--- config.mk ---
export PLATFORM = sky130hd
export DESIGN_NAME = mult_share_arbiter_flat
export DESIGN_NICKNAME = d
export VERILOG_FILES = /design/src/rtl/mult_share_arbiter_if.sv /design/src/rtl/mult_share_arbiter.sv /design/src/flat_wrapper.sv
export SDC_FILE = /design/constraint.sdc
export NUM_CORES = 1
export LEC_CHECK = 0
export ABC_AREA = 1
export CAP_MARGIN = 5
export CORE_MARGIN = 5
export CORE_UTILIZATION = 41
export DETAILED_ROUTE_END_ITERATION = 10
export GPL_TIMING_DRIVEN = 0
export PLACE_DENSITY = 0.86
export SLEW_MARGIN = 40
export SYNTH_ARGS = -nofsm -noshare
export SYNTH_HDL_FRONTEND = slang
export SYNTH_SLANG_ARGS = --single-unit
--- constraint.sdc ---
create_clock -name clk -period 1.5 [get_ports clk]
set_input_delay 0.375 -clock clk [delete_from_list [all_inputs] [get_ports clk]]
set_output_delay 0.375 -clock clk [all_outputs]
set_load 0.03 [all_outputs]
--- src/rtl/mult_share_arbiter_if.sv ---
// Handshake and multiplier bus between two requesters, the shared-multiplier
// arbiter, the external array multiplier and the response consumer.
interface mult_share_arbiter_if #(parameter int N = 4);
  logic           req0_valid, req0_ready;
  logic [N-1:0]   req0_m, req0_q;
  logic           req1_valid, req1_ready;
  logic [N-1:0]   req1_m, req1_q;
  logic [N-1:0]   mult_m, mult_q;
  logic [2*N-1:0] mult_p;
  logic           rsp_valid, rsp_ready, rsp_id;
  logic [2*N-1:0] rsp_p;

  modport slave (
    input  req0_valid, req0_m, req0_q, req1_valid, req1_m, req1_q, mult_p, rsp_ready,
    output req0_ready, req1_ready, mult_m, mult_q, rsp_valid, rsp_id, rsp_p
  );

  modport master (
    output req0_valid, req0_m, req0_q, req1_valid, req1_m, req1_q, mult_p, rsp_ready,
    input  req0_ready, req1_ready, mult_m, mult_q, rsp_valid, rsp_id, rsp_p
  );
endinterface

--- src/rtl/mult_share_arbiter.sv ---
// Round-robin arbiter sharing one external combinational array multiplier
// between two requesters; one operation in flight, SETTLE cycles per product.
module mult_share_arbiter #(
  parameter int N      = 4,
  parameter int SETTLE = 1
) (
  input  logic               clk,
  input  logic               rst_n,
  mult_share_arbiter_if.slave bus
);
  typedef enum logic [1:0] {IDLE, CALC, DONE} state_t;

  state_t               st, nxt;
  logic [1:0]           vld, rdy;
  logic [1:0][N-1:0]    m_in, q_in;
  logic                 ptr, gnt, acc, ld_p;
  logic [3:0]           cnt;
  logic [N-1:0]         m_r, q_r;
  logic [2*N-1:0]       p_r;
  logic                 id_r;

  assign vld  = {bus.req1_valid, bus.req0_valid};
  assign m_in = {bus.req1_m, bus.req0_m};
  assign q_in = {bus.req1_q, bus.req0_q};

  // Contention goes to the pointer; otherwise the sole valid requester wins.
  assign gnt = (&vld) ? ptr : vld[1];

  always_ff @(posedge clk or negedge rst_n) begin
    if (!rst_n) st <= IDLE;
    else        st <= nxt;
  end

  always_comb begin
    nxt  = st;
    rdy  = '0;
    acc  = 1'b0;
    ld_p = 1'b0;
    case (st)
      IDLE: if (|vld) begin
        rdy[gnt] = 1'b1;
        acc      = 1'b1;
        nxt      = CALC;
      end
      CALC: if (cnt == '0) begin
        ld_p = 1'b1;
        nxt  = DONE;
      end
      DONE: if (bus.rsp_ready) nxt = IDLE;
      default: nxt = IDLE;
    endcase
  end

  always_ff @(posedge clk or negedge rst_n) begin
    if (!rst_n) begin
      ptr  <= 1'b0;
      cnt  <= '0;
      m_r  <= '0;
      q_r  <= '0;
      p_r  <= '0;
      id_r <= 1'b0;
    end else begin
      if (acc) begin
        m_r  <= m_in[gnt];
        q_r  <= q_in[gnt];
        id_r <= gnt;
        ptr  <= ~gnt;
        cnt  <= 4'(SETTLE - 1);
      end else if (st == CALC && cnt != '0) begin
        cnt <= cnt - 4'd1;
      end
      if (ld_p) p_r <= bus.mult_p;
    end
  end

  // Ready is gated by reset so no handshake can be seen while held in reset.
  assign bus.req0_ready = rdy[0] & rst_n;
  assign bus.req1_ready = rdy[1] & rst_n;
  assign bus.mult_m     = m_r;
  assign bus.mult_q     = q_r;
  assign bus.rsp_valid  = (st == DONE);
  assign bus.rsp_id     = id_r;
  assign bus.rsp_p      = p_r;
endmodule

--- src/flat_wrapper.sv ---
// flat-port wrapper written by rule: the top's interface ports become plain ports
module mult_share_arbiter_flat 
#(
  parameter int N      = 4,
  parameter int SETTLE = 1
)
  (clk, rst_n, bus_req0_valid, bus_req0_m, bus_req0_q, bus_req1_valid, bus_req1_m, bus_req1_q, bus_mult_p, bus_rsp_ready, bus_req0_ready, bus_req1_ready, bus_mult_m, bus_mult_q, bus_rsp_valid, bus_rsp_id, bus_rsp_p);
  mult_share_arbiter_if #(.N(N)) bus_i ();
  input  logic clk;
  input  logic rst_n;
  input wire logic [$bits(bus_i.req0_valid)-1:0] bus_req0_valid;
  input wire logic [$bits(bus_i.req0_m)-1:0] bus_req0_m;
  input wire logic [$bits(bus_i.req0_q)-1:0] bus_req0_q;
  input wire logic [$bits(bus_i.req1_valid)-1:0] bus_req1_valid;
  input wire logic [$bits(bus_i.req1_m)-1:0] bus_req1_m;
  input wire logic [$bits(bus_i.req1_q)-1:0] bus_req1_q;
  input wire logic [$bits(bus_i.mult_p)-1:0] bus_mult_p;
  input wire logic [$bits(bus_i.rsp_ready)-1:0] bus_rsp_ready;
  output wire logic [$bits(bus_i.req0_ready)-1:0] bus_req0_ready;
  output wire logic [$bits(bus_i.req1_ready)-1:0] bus_req1_ready;
  output wire logic [$bits(bus_i.mult_m)-1:0] bus_mult_m;
  output wire logic [$bits(bus_i.mult_q)-1:0] bus_mult_q;
  output wire logic [$bits(bus_i.rsp_valid)-1:0] bus_rsp_valid;
  output wire logic [$bits(bus_i.rsp_id)-1:0] bus_rsp_id;
  output wire logic [$bits(bus_i.rsp_p)-1:0] bus_rsp_p;
  assign bus_i.req0_valid = bus_req0_valid;
  assign bus_i.req0_m = bus_req0_m;
  assign bus_i.req0_q = bus_req0_q;
  assign bus_i.req1_valid = bus_req1_valid;
  assign bus_i.req1_m = bus_req1_m;
  assign bus_i.req1_q = bus_req1_q;
  assign bus_i.mult_p = bus_mult_p;
  assign bus_i.rsp_ready = bus_rsp_ready;
  assign bus_req0_ready = bus_i.req0_ready;
  assign bus_req1_ready = bus_i.req1_ready;
  assign bus_mult_m = bus_i.mult_m;
  assign bus_mult_q = bus_i.mult_q;
  assign bus_rsp_valid = bus_i.rsp_valid;
  assign bus_rsp_id = bus_i.rsp_id;
  assign bus_rsp_p = bus_i.rsp_p;
  mult_share_arbiter #(.N(N), .SETTLE(SETTLE)) u_core (.clk(clk), .rst_n(rst_n), .bus(bus_i));
endmodule
==> results of run 1 <==
how the worst max path moves through the flow:
| stage | start | end | slack, ps | depth (start not counted) |
|---|---|---|---|---|
| after floorplan | u_core.st[0]$_DFFE_PN0P_ | bus_req1_ready | 30 | 5 |
| after global placement | rst_n | bus_req1_ready | -1600 | 4 |
| after detailed placement | bus_req0_valid | bus_req1_ready | -1120 | 7 |
| final | u_core.st[1]$_DFFE_PN0P_ | bus_req1_ready | -280 | 6 |
| after CTS | u_core.st[0]$_DFFE_PN0P_ | bus_req1_ready | -290 | 6 |
| after global routing | u_core.st[1]$_DFFE_PN0P_ | bus_req1_ready | -340 | 6 |
worst max-delay path, stage by stage (launching register included):
cell     delay, ps
dfrtp_1        420
nor2_2         160
o21ai_4        110
nor2_4         120
inv_2           60
nor2_4          80
buf_6          130
sequential cells by signal (all words and copies together) (netlist names):
register	flops
u_core.cnt	4
u_core.st	2
u_core.bus.rsp_id	1
u_core.bus.rsp_p	8
u_core.ptr	1
u_core.bus.mult_q	4
u_core.bus.mult_m	4
Yosys cell counts (all sizes together):
| cell | instances | area share (%) |
|---|---|---|
| nand2 | 39 | 13 |
| dfrtp | 24 | 53 |
| nand3 | 20 | 9.2 |
| inv | 18 | 5.9 |
| o21ai | 12 | 8.9 |
| nor2 | 7 | 3.2 |
| buf | 2 | 1.7 |
| ha | 2 | 2.2 |
| a21oi | 1 | 0.44 |
| nand4 | 1 | 0.55 |
| o31ai | 1 | 0.66 |
| or2 | 1 | 0.55 |
| xor2 | 1 | 0.77 |
power by group through the flow:
stage	clock (mW)	sequential, mW	combinational [mW]
2_1_floorplan	0	1.55	0.878
3_3_place_gp	0	1.11	2.02
3_5_place_dp	0	1.14	2.08
4_1_cts	0.358	1.11	2.09
5_1_grt	0.391	1.17	2.36
6_report	0.349	1.12	2.18
area by class of cell:
cell class              instances  area share, %
plain buffers                   2           1.07
clock buffers                   4           2.06
inverters                      18           3.98
multi-input cells              85           28.0
flip-flops and latches         24           34.1
well taps                      31           2.20
repair buffers                 59           28.6
layer usage:
| metal | share of wire [%] | track usage, % | up-vias |
|---|---|---|---|
| met5 | 0 | 0 | - |
| met4 | 3.9 | 11.9 | 0 |
| met3 | 2.9 | 1.62 | 11 |
| met2 | 56 | 31.7 | 32 |
| met1 | 37 | 18.2 | 519 |
| li1 | - | - | 535 |
timing repair:
item                       in CTS  in global routing
pin swaps                       7                  3
cloned                          0                  0
buffers inserted                6                  5
hold endpoints to repair       24                  0
setup endpoints to repair      20                 20
gates resized for setup        49                 32
hold buffers                    1                  0
logic make-up (layout without fill, tap and decap cells):
family | Yosys count | in the layout | share of synthesized area, %
compound gates | 14 | 14 | 10.0
xor+xnor | 1 | 1 | 0.770
fa+ha+maj | 2 | 2 | 2.20
buf+inv | 20 | 83 | 7.59
flops | 24 | 24 | 52.8
simple gates | 68 | 68 | 26.6
==> flow_summary.yaml, run 1 <==
power:
  fin_total_pwr_mw: 3.65
  net-switching-power_mw: 1.74
  peakVddDrop_mv: 1.25
  pwr-share-seq_pct: 30.8
  p_int_mw: 1.90
  power.density_nw_per_um2: 2070
  p_comb_share_pct: 59.6
  power.leakage_nw: 0.890
  swShare_pct: 47.8
  clkPwrFrac_pct: 9.6
layout:
  finalNonFillerCells: 223
  stdcell_area_um2: 1760
  antennaDiodeCount: 0
  finalNetCount: 224
  n_fill_cell: 215
  drive_above_1_share_pct: 29.2
  seqCellArea_um2: 601
  multi_input_area_um2: 493
  final_common_cell: "nand2_1"
  fin_util_pct: 65.0
  final_cell_mix: "nand2_1 (35), clkdlybuf4s50_1 (25), dfrtp_1 (24), nand3_1 (19), inv_1 (16)"
  syn2layout_area_growth_pct: 54.8
yosys:
  synth.ff_latch_count: 24
  syn_avg_cell_area_um2: 8.82
  syn-instance-count: 129
  synthDistinctLibCells: 21
  synth-seq-area-share_pct: 52.8
  syn-num-nets: 160
  synth.cell_area_um2: 1140
  yosysWarnings: 0
critical_path:
  r2r_slack_ps: 10
  cp-start-kind: "flop"
  r2r_cells: 9
  timing.rr.end: "u_core.cnt[3]$_DFFE_PN0P_"
  crit_required_ps: 1120
  cp.arrival_ps: 1410
  worstSetupPathType: "reg -> out"
  path_max_fanout: 4
  worst_r2r_startpoint: "u_core.st[1]$_DFFE_PN0P_"
  cp-end-kind: "primary output"
cts:
  cts_num_sinks: 24
  clockRootBuffer: "clkbuf_4"
  cts_tree: "done"
  numCtsBuffers: 3
  clock_latency_ps: 330
  cts_htree_levels: 1
  clk_pin_slew_worst_paths_ps: 130
  cts_buffer_depth: 2
flow_run:
  cap_violations: 0
timing:
  grt_setup_unrepaired: "true"
  fin_tns_setup_ps: -563
  worstMarginPinSlew_ps: 529
  max_slew_margin_pct: 64.7
  period_needed_ps: 1780
  hold_ws_ps: 113
  hold_viol_final: 0
  timing.final.ws_setup_ps: -283
  fmax_ghz: 0.561
  clock_skew_ps: 5.56
  period_share_pct: 119
  report.final.slew_viol_count: 0
  setup_viol: 2
route:
  drt_pass1_iterations: 4
  via_per_inst: 4.92
  drt_wl_total_um: 3350
  drt_iter0_markers: 48
  final_antenna_net_count: 0
  wl_per_cell_um: 15.0
  drc: 0
  vias: 1097
floorplanning:
  start_util_pct: 42.0
  rows: 19
  coreArea_um2: 2710
  die_w_um: 62.7
  die_area_um2: 3930
  ios: 49
  fp.dieH_um: 62.7
grt:
  grt_pass1_vias: 1132
  grt_overflow: 0
  antenna_found_initial: 0
  grt_max_degree: 25
  grtUsageTotal_pct: 17.3
  grt_pass1_wl_um: 5290
place:
  dp_hpwl_um: 2380
  numPortBuffers: 48
  dp_cells: 208
  placed_area_um2: 1670
  gp_congestion: 0.731
  dp_slack_ps: -1120
status:
  status: "finished with violations"
  violations: "negative setup slack"
worst_hold_path:
  min-delay-path-class: "in -> async"
No activity file was read; power rests on OpenSTA's default activity.
==> run 2: changes to the inputs <==
--- a/config.mk
+++ b/config.mk
@@ -7,7 +7,7 @@
 export LEC_CHECK = 0
 export ABC_AREA = 1
 export CAP_MARGIN = 5
-export CORE_MARGIN = 5
+export CORE_MARGIN = 2
 export CORE_UTILIZATION = 41
 export DETAILED_ROUTE_END_ITERATION = 10
 export GPL_TIMING_DRIVEN = 0
==> run 2 against run 1 <==
  * The flow still finishes with violations (negative setup slack)
  * Highest routed layer unchanged
  * Routed wire length fell by 6.4%
  * Critical path depth up 1
  * Register-to-register slack improved by 100 ps
  * Final cell count down 0.90%
  * Worst hold slack better by 28 ps
==> flow_summary.yaml, run 2 (synthesized netlist as in run 1, its figures left out) <==
status:
  status: "finished with violations"
  violations: "negative setup slack"
layout:
  largest_register_ffs: 8
  fin_util_pct: 66.6
  finalNonFillerCells: 221
  final_common_cell: "nand2_1"
  antennaDiodeCount: 0
  finalNetCount: 223
  final_cell_mix: "nand2_1 (37), clkdlybuf4s50_1 (25), dfrtp_1 (24), nand3_1 (19), inv_1 (16)"
  drive_above_1_share_pct: 21.1
  stdcell_area_um2: 1790
  syn2layout_area_growth_pct: 57.3
flow_run:
  cap_violations: 0
grt:
  grtUsageTotal_pct: 20.3
  grt_overflow: 0
  grt_pass1_vias: 1229
  grt_pass1_wl_um: 5220
  grt_max_degree: 25
  antenna_found_initial: 0
cts:
  numCtsBuffers: 3
  clk_pin_slew_worst_paths_ps: 130
  cts_htree_levels: 1
  cts_tree: "done"
  clock_latency_ps: 310
  cts_buffer_depth: 2
  clockRootBuffer: "clkbuf_4"
  cts_num_sinks: 24
route:
  drt_wl_total_um: 3130
  vias: 1124
  final_antenna_net_count: 0
  drt_pass1_iterations: 4
  drc: 0
  drt_iter0_markers: 26
  via_per_inst: 5.09
  wl_per_cell_um: 14.2
floorplanning:
  start_util_pct: 42.3
  rows: 19
  coreArea_um2: 2690
  die_w_um: 56.7
  ios: 49
  die_area_um2: 3210
  fp.dieH_um: 56.7
critical_path:
  cp.arrival_ps: 1420
  path_max_fanout: 2
  cp-start-kind: "flop"
  worstSetupPathType: "reg -> out"
  slowest_stage: "dfrtp_1"
  cp-end-kind: "primary output"
  slowest_delay_ps: 410
  crit_chain: "nor2_2 > o21ai_4 > buf_6 > nor2_4 > inv_2 > nor2_4 > buf_6"
  crit_required_ps: 1120
worst_hold_path:
  min-delay-path-class: "in -> async"
power:
  power.density_nw_per_um2: 2020
  power.leakage_nw: 0.897
  peakVddDrop_mv: 1.40
timing:
  hold_viol_final: 0
  clock_skew_ps: 12.4
  period_needed_ps: 1800
  timing.final.ws_setup_ps: -297
  fmax_ghz: 0.556
  max_slew_margin_pct: 63.8
  setup_viol: 2
  period_share_pct: 120
  report.final.slew_viol_count: 0
  grt_setup_unrepaired: "true"
  worstMarginPinSlew_ps: 544
place:
  dp_cells: 208
  dp_hpwl_um: 2120
  placed_area_um2: 1670
  gp_congestion: 0.819
  numPortBuffers: 48
## run 2: changes by cell type in the layout (fill, tap and decap cells not counted), sizes merged
cell,previous run,this run
clkdlybuf4s15,5,8
dlygate4sd2,2,11
clkbuf,16,3
buf,17,16
## run 2: worst paths after layout
| path | from | to | slack [ps] | cells after the start |
|---|---|---|---|---|
| min | rst_n | u_core.cnt[1]$_DFFE_PN0P_ | 140 | 2 |
| min reg2reg | u_core.bus.rsp_p[1]$_DFFE_PN0P_ | u_core.bus.rsp_p[1]$_DFFE_PN0P_ | 490 | 2 |
| max | u_core.st[1]$_DFFE_PN0P_ | bus_req1_ready | -300 | 7 |
| min in group clk | u_core.bus.rsp_p[1]$_DFFE_PN0P_ | u_core.bus.rsp_p[1]$_DFFE_PN0P_ | 490 | 2 |
| max reg2reg | u_core.cnt[0]$_DFFE_PN0P_ | u_core.cnt[3]$_DFFE_PN0P_ | 110 | 8 |
| max in group asynchronous | rst_n | u_core.bus.rsp_p[5]$_DFFE_PN0P_ | 990 | 2 |
## run 2: routing by layer
metal | vias to the layer above | track usage (%) | wire length, um | part of all wire [%]
met4 | 0 | 8.50 | 93 | 3.0
li1 | 530 | - | - | -
met1 | 546 | 24.1 | 1270 | 40
met5 | - | 0 | 0 | 0
met2 | 35 | 36.4 | 1680 | 54
met3 | 13 | 3.00 | 89 | 2.8
## run 2: stage by stage
stage / total power, mW / setup slack [ps] / hold WS, ps / TNS (ps)
global placement: 3.12 / -1600 / 465 / -8690
floorplan: 2.42 / 28.1 / 79.4 / 0
detailed placement: 3.20 / -1110 / 389 / -3420
global route: 3.85 / -370 / 162 / -771
finish: 3.61 / -297 / 140 / -582
CTS: 3.46 / -326 / 493 / -766
## run 2: power by group
part / leakage [nW] / internal (mW) / switching, mW
combinational: 0.583 / 0.857 / 1.36
clock: 0.0138 / 0.0938 / 0.187
sequential: 0.299 / 0.946 / 0.166
## run 2: final cells by class
class / instances / area, um^2
Fill cell: 215 / 897
Sequential cell: 24 / 601
Timing Repair Buffer: 58 / 548
Multi-Input combinational cell: 85 / 490
Inverter: 18 / 70.1
Tap cell: 31 / 38.8
Clock buffer: 3 / 22.5
Buffer: 2 / 18.8
## run 2: critical path, delay by kind of cell, from the launching register on
family | cells | cell delay (ps)
DFF | 1 | 410
AOI/OAI and AO/OA | 1 | 80
buffers and inverters | 3 | 310
and+or+nand+nor | 3 | 320
## run 2: what timing repair did
action | CTS | global route
setup buffers | 6 | 3
endpoints found under the setup margin | 20 | 12
pin swaps | 4 | 3
gates resized for setup | 46 | 13
endpoints found under the hold margin | 24 | 0
hold buffers | 1 | 0
